[config.mk]
export PLATFORM = sky130hd
export DESIGN_NAME = song_sequencer
export DESIGN_NICKNAME = d
export VERILOG_FILES = /design/src/rtl/song_pkg.sv /design/src/rtl/song_sequencer_dur_countdown.sv /design/src/rtl/song_sequencer.sv
export SDC_FILE = /design/constraint.sdc
export NUM_CORES = 1
export LEC_CHECK = 0
export BUFFER_PORTS_ARGS = -buffer_cell sky130_fd_sc_hd__buf_2
export CAP_MARGIN = 20
export CORE_MARGIN = 2
export CORE_UTILIZATION = 45
export CTS_CLUSTER_DIAMETER = 40
export CTS_CLUSTER_SIZE = 40
export DETAILED_ROUTE_END_ITERATION = 6
export PLACE_DENSITY = 0.74
export SETUP_SLACK_MARGIN = 0.15
export SLEW_MARGIN = 0
export SYNTH_ARGS = -nofsm -noshare
export SYNTH_HDL_FRONTEND = slang
export SYNTH_HIERARCHICAL = 1
export SYNTH_SLANG_ARGS = --single-unit
[constraint.sdc]
create_clock -name clk -period 2.56 [get_ports clk]
set_clock_uncertainty 0.15 [all_clocks]
set_input_delay 0.256 -clock clk [delete_from_list [all_inputs] [get_ports clk]]
set_output_delay 0.256 -clock clk [all_outputs]
set_load 0.1 [all_outputs]
[src/rtl/song_pkg.sv]
// ----------------------------------------------------------------------------
// song_pkg
// Shared types and defaults for the song playback engine.
//   note_idx_t   : ROM address type (DEFAULT_IDX_W bits)
//   note_dur_t   : note duration in clock cycles (DEFAULT_DUR_W bits)
//   seq_state_e  : playback FSM states
// Optional feature macro used by the sequencer: SONG_SEQ_LOOP_EN
// ----------------------------------------------------------------------------
package song_pkg;

   localparam int DEFAULT_IDX_W = 11;
   localparam int DEFAULT_DUR_W = 29;

   typedef logic [DEFAULT_IDX_W-1:0] note_idx_t;
   typedef logic [DEFAULT_DUR_W-1:0] note_dur_t;

   typedef enum logic [2:0] {
      IDLE   = 3'd0,
      LOAD   = 3'd1,
      PLAY   = 3'd2,
      PAUSED = 3'd3,
      FIN    = 3'd4
   } seq_state_e;

endpackage

[src/rtl/song_sequencer_dur_countdown.sv]
// ----------------------------------------------------------------------------
// dur_countdown
// Loadable unsigned down-counter holding the remaining cycles of a note.
//   clk, rst_n : clock, asynchronous active-low reset (count clears to 0)
//   load       : load load_val (has priority over en)
//   en         : decrement by one; count holds while low
//   load_val   : value to load
//   count      : current count
//   last       : high when count == 1 (final cycle of the note)
// ----------------------------------------------------------------------------
module dur_countdown
   import song_pkg::*;
#(
   parameter int DUR_W = DEFAULT_DUR_W
) (
   input  logic             clk,
   input  logic             rst_n,
   input  logic             load,
   input  logic             en,
   input  logic [DUR_W-1:0] load_val,
   output logic [DUR_W-1:0] count,
   output logic             last
);

   logic [DUR_W-1:0] count_r;

   // Count register: load wins over decrement, otherwise hold.
   always_ff @(posedge clk or negedge rst_n) begin
      if (!rst_n) begin
         count_r <= {DUR_W{1'b0}};
      end else if (load) begin
         count_r <= load_val;
      end else if (en) begin
         count_r <= count_r - {{(DUR_W-1){1'b0}}, 1'b1};
      end else begin
         count_r <= count_r;
      end
   end

   assign count = count_r;
   assign last  = (count_r == {{(DUR_W-1){1'b0}}, 1'b1});

endmodule

[src/rtl/song_sequencer.sv]
// ----------------------------------------------------------------------------
// song_sequencer
// Walks a song's note-duration ROM from index 0 upward, holding each note for
// exactly note_dur cycles (one LOAD cycle plus note_dur-1 PLAY cycles).
// A zero duration or reaching SONG_LEN notes ends the song.
//   clk, rst_n  : clock, asynchronous active-low reset
//   start       : begin playback from index 0 (only honoured in IDLE)
//   stop        : abort to IDLE, no done pulse; beats start
//   pause       : freeze the current note while high (PLAY only)
//   note_dur    : combinational ROM data for note_index
//   note_index  : ROM address
//   note_active : note sounding (LOAD with nonzero duration, or PLAY)
//   note_strobe : first cycle of each note
//   busy        : any state except IDLE
//   done        : one-cycle pulse at natural end of song
// Macro SONG_SEQ_LOOP_EN: when defined, end of song pulses done and restarts
// at index 0 directly in LOAD instead of returning to IDLE.
// ----------------------------------------------------------------------------
module song_sequencer
   import song_pkg::*;
#(
   parameter int CLOCK_FREQ = 100_000_000,
   parameter int IDX_W      = DEFAULT_IDX_W,
   parameter int DUR_W      = DEFAULT_DUR_W,
   parameter int SONG_LEN   = 2048
) (
   input  logic             clk,
   input  logic             rst_n,
   input  logic             start,
   input  logic             stop,
   input  logic             pause,
   input  logic [DUR_W-1:0] note_dur,
   output logic [IDX_W-1:0] note_index,
   output logic             note_active,
   output logic             note_strobe,
   output logic             busy,
   output logic             done
);

   // Reject parameter sets the index register cannot represent.
   if (CLOCK_FREQ < 1 || SONG_LEN < 1 || SONG_LEN > (1 << IDX_W)) begin : g_param_check
      $error("song_sequencer: bad CLOCK_FREQ/SONG_LEN/IDX_W combination");
   end

   // One bit wider than the index so SONG_LEN itself is representable.
   localparam logic [IDX_W:0] LEN_C = (IDX_W+1)'(SONG_LEN);

   seq_state_e       state_r, state_nxt_s;
   logic [IDX_W-1:0] index_r, index_nxt_s;
   logic [IDX_W:0]   idx_plus1_s;
   logic             at_end_s;
   logic             end_song_s;
   logic             dur_zero_s;
   logic             dur_one_s;
   logic             cnt_load_s;
   logic             cnt_en_s;
   logic             cnt_last_s;
   logic             done_s;
   logic [DUR_W-1:0] cnt_count_s;

   assign idx_plus1_s = {1'b0, index_r} + {{IDX_W{1'b0}}, 1'b1};
   assign at_end_s    = (idx_plus1_s == LEN_C);
   assign dur_zero_s  = (note_dur == {DUR_W{1'b0}});
   assign dur_one_s   = (note_dur == {{(DUR_W-1){1'b0}}, 1'b1});

   dur_countdown #(
      .DUR_W (DUR_W)
   ) u_dur_countdown (
      .clk      (clk),
      .rst_n    (rst_n),
      .load     (cnt_load_s),
      .en       (cnt_en_s),
      .load_val (note_dur - {{(DUR_W-1){1'b0}}, 1'b1}),
      .count    (cnt_count_s),
      .last     (cnt_last_s)
   );

   // State and index registers.
   always_ff @(posedge clk or negedge rst_n) begin
      if (!rst_n) begin
         state_r <= IDLE;
         index_r <= {IDX_W{1'b0}};
      end else begin
         state_r <= state_nxt_s;
         index_r <= index_nxt_s;
      end
   end

   // Next-state, index and counter control; stop overrides everything.
   always_comb begin
      state_nxt_s = state_r;
      index_nxt_s = index_r;
      end_song_s  = 1'b0;
      cnt_load_s  = 1'b0;
      cnt_en_s    = 1'b0;
      done_s      = 1'b0;
      case (state_r)
         IDLE: begin
            index_nxt_s = {IDX_W{1'b0}};
            if (start) begin
               state_nxt_s = LOAD;
            end else begin
               state_nxt_s = IDLE;
            end
         end
         LOAD: begin
            if (dur_zero_s) begin
               end_song_s = 1'b1;
            end else if (dur_one_s) begin
               // Single-cycle note: the LOAD cycle is the whole note.
               if (at_end_s) begin
                  end_song_s = 1'b1;
               end else begin
                  index_nxt_s = idx_plus1_s[IDX_W-1:0];
                  state_nxt_s = LOAD;
               end
            end else begin
               cnt_load_s  = 1'b1;
               state_nxt_s = PLAY;
            end
         end
         PLAY: begin
            // Every PLAY cycle is a sounding cycle, so it always counts; the
            // final cycle advances even if pause arrives on it.
            cnt_en_s = 1'b1;
            if (cnt_last_s) begin
               if (at_end_s) begin
                  end_song_s = 1'b1;
               end else begin
                  index_nxt_s = idx_plus1_s[IDX_W-1:0];
                  state_nxt_s = LOAD;
               end
            end else if (pause) begin
               state_nxt_s = PAUSED;
            end else begin
               state_nxt_s = PLAY;
            end
         end
         PAUSED: begin
            if (pause) begin
               state_nxt_s = PAUSED;
            end else begin
               state_nxt_s = PLAY;
            end
         end
         FIN: begin
            done_s      = 1'b1;
            index_nxt_s = {IDX_W{1'b0}};
            state_nxt_s = IDLE;
         end
         default: begin
            index_nxt_s = {IDX_W{1'b0}};
            state_nxt_s = IDLE;
         end
      endcase

      if (end_song_s) begin
`ifdef SONG_SEQ_LOOP_EN
         done_s      = 1'b1;
         index_nxt_s = {IDX_W{1'b0}};
         state_nxt_s = LOAD;
`else
         state_nxt_s = FIN;
`endif
      end else begin
         state_nxt_s = state_nxt_s;
      end

      if (stop) begin
         state_nxt_s = IDLE;
         index_nxt_s = {IDX_W{1'b0}};
         cnt_load_s  = 1'b0;
         cnt_en_s    = 1'b0;
         done_s      = 1'b0;
      end else begin
         done_s = done_s;
      end
   end

   assign note_index  = index_r;
   assign note_strobe = (state_r == LOAD) && !dur_zero_s;
   assign note_active = ((state_r == LOAD) && !dur_zero_s) || (state_r == PLAY);
   assign busy        = (state_r != IDLE);
   assign done        = done_s;

endmodule
==> results.cfg <==
[status]
outcome = complete, no violations

[logic_synthesis]
postSynth.asyncResetShare_pct = 100.0
synthFlopType = dfrtp_1
syn_area_um2 = 3322
yosysWarnings = 6
synth_nets = 438
synth_edf_count = 0
syn_avg_cell_area_um2 = 8.368
netlist_instances = 397
synth-seq-area-share_pct = 32.39
synthDistinctLibCells = 60
synth-seq-cells = 43

[route]
wl_per_cell_um = 14.95
drc = 0
drt_wl_total_um = 8671
vias = 3338
first_pass_iters = 4
viasPerCell = 5.755
drtIter0Drc = 108
ant_nets = 0

[final_layout]
fillers = 693
seq_area_um2 = 1092
layout-drive-gt1-share_pct = 31.19
antenna_cells = 0
nets = 521
final_common_cell = buf_2
area_growth_pct = 25.88
fin_cells = 580
multiInputGateArea_um2 = 2228
most-common-layout-cells = 47 x buf_2, 43 x nor2_1, 42 x buf_4, 36 x nand2_1, 34 x dfrtp_1

[global_routing]
grtUsageMet2_pct = 39.14
top_usage_layer = met2
antenna_found_initial = 0
grt_use_met3_pct = 2.682
grt_start_max_net_pins = 32
grt_use_total_pct = 21.81
met1_usage_pct = 27.72
grt_pass1_wl_um = 14750
grt_overflow = 0
grt_pass1_vias = 3223

[sta]
min_period_over_period_pct = 94.59
relSlewSlack_pct = 64.18
rsz0062_at_grt = true
max_clock_freq_mhz = 413.0
worstMarginPinSlew_ns = 0.5361
slew_viol_final = 0
hold_viol = 0
finalCriticalPeriod_ns = 2.422
worst_slack_ns = 0.1385
setup_violations = 0

[power]
powerDensity_nw_per_um2 = 547.5
p_leak_nw = 1.729
ir_worst_vdd_v = 0.0002853

[placed_design]
place_congestion = 0.8583
dp_hpwl_um = 6606
portBuffers = 48
dp_cells = 564
dp_slack_ns = -0.1333

[clock_network]
clk_path_buf_depth = 2
cts_buffers = 5
clock-sinks = 43
ctsHtreeMaxLevel = 2
cts_tree = built
cts_root_buf = clkbuf_8
clkLatencyLatePin_ns = 0.29
clk_pin_slew_worst_paths_ns = 0.09

[die]
dieArea_um2 = 8086
die_w_um = 89.92
core-area_um2 = 7214
start_util_pct = 46.05
rows = 31
die_height_um = 89.92
io_pins = 49

[worst_hold_path]
min_from = stop
hp-class = in -> reg
whs_path_depth = 2
hold_end = state_r[2]

[critical_path]
cp.required_ns = 2.60
r2r_end = note_index[6]
crit_chain = or3_4 > nand2b_4 > nor4_4 > nor4_1 > a221o_1 > or2_4 > o41ai_2
rr_startpoint = u_dur_countdown/count[22]
max_stage_delay_ns = 0.43
worstSetupPathType = reg -> reg
crit_buf_inv = 0
startpoint_type = flop
cpMaxStageDelayCell = dfrtp_1
cp_max_fo = 6
end_kind = flop
arrival_ns = 2.46
r2r_cells = 7
rrSetupSlack_ns = 0.14
cp_top_family = simple AND/OR/NAND/NOR gates

[job]
max-cap-violations = 0
[cell usage after synthesis (3+ instances only)]
master	n	area [µm²]
a21oi_1	7	35.03
nor4_1	11	68.82
and2_1	8	50.05
nand3_1	14	70.07
xor2_1	24	210.2
o22a_1	4	35.03
nand3b_1	3	22.52
o21ai_1	6	30.03
nand2b_1	4	25.02
nand4_1	11	68.82
o31ai_1	12	90.09
a31oi_1	16	100.1
xnor2_1	13	113.9
nand4b_1	3	26.28
clkbuf_1	12	45.04
o41ai_1	3	26.28
or4_1	15	112.6
nor2_1	43	161.4
ha_1	7	87.58
or3_1	5	31.28
nand2_1	36	135.1
or2_2	3	18.77
inv_1	9	33.78
nor3_1	16	80.08
o211ai_1	3	22.52
o31ai_2	4	50.05
nor2b_1	4	25.02
dfrtp_1	43	1076
o21ai_0	18	90.09
[state kept, by name, summed over array words and instances (netlist names)]
name                   flops
note_index                11
state_r                    3
u_dur_countdown/count     29
[repair_timing]
item,CTS,global route
gates cloned,0,0
pin swaps,2,6
resized for setup,3,19
setup buffers,4,3
hold endpoints to repair,16,0
endpoints found under the setup margin,7,19
hold buffers,1,0
[metrics by stage]
stage	hold slack, ns	area (µm²)	power [mW]	util, %	setup TNS [ns]
detailed placement	0.06522	3958	1.817	54.86	-0.3562
global placement	0.06286	3958	1.785	54.86	-0.2007
finish	0.08487	4182	2.289	57.96	0
global route	0.1026	4182	2.438	57.96	0
floorplan	-0.1896	3401	1.574	-	-0.1536
CTS	0.07159	4093	2.282	56.73	0
[routing by layer]
metal / wire length (µm) / part of all wire, % / vias to the layer above
met5: 0 / 0 / -
met4: 140 / 1.6 / 0
met3: 238 / 2.7 / 11
met2: 4443 / 51 / 61
met1: 3847 / 44 / 1621
li1: - / - / 1645
[layout make-up]
class | count | area share [%]
well taps | 99 | 2.962
multi-input cells | 327 | 53.29
repair buffers | 93 | 14.63
inverters | 10 | 0.9575
flip-flops and latches | 43 | 26.12
clock buffers | 6 | 1.735
clock inverters | 2 | 0.2992
[kinds of logic after synthesis]
| kind of cell | Yosys count | synth area share (%) |
|---|---|---|
| AO/OA/AOI/OAI | 87 | 18.34 |
| XOR/XNOR | 37 | 9.755 |
| adder cells (fa/ha/maj) | 7 | 2.636 |
| buffers and inverters | 27 | 4.068 |
| flip-flops | 43 | 32.39 |
| AND/OR/NAND/NOR | 196 | 32.81 |
[worst max path at each step]
stage / start / to / slack, ns / depth (start not counted)
floorplan: state_r[1] / done / -0.15 / 2
global placement: note_dur[6] / u_dur_countdown/count[27] / -0.12 / 10
detailed placement: note_dur[6] / u_dur_countdown/count[27] / -0.13 / 10
CTS: u_dur_countdown/count[6] / note_index[6] / 0.06 / 8
global route: u_dur_countdown/count[6] / note_index[6] / 0.01 / 8
finish: u_dur_countdown/count[22] / note_index[6] / 0.14 / 7
[report_power, final]
part / switching, mW / leakage, nW / internal (mW) / total [mW]
Clock: 0.246 / 0.0412 / 0.191 / 0.437
Combinational: 0.446 / 1.17 / 0.359 / 0.805
Sequential: 0.203 / 0.520 / 0.844 / 1.05
No activity file was read; power rests on OpenSTA's default activity.
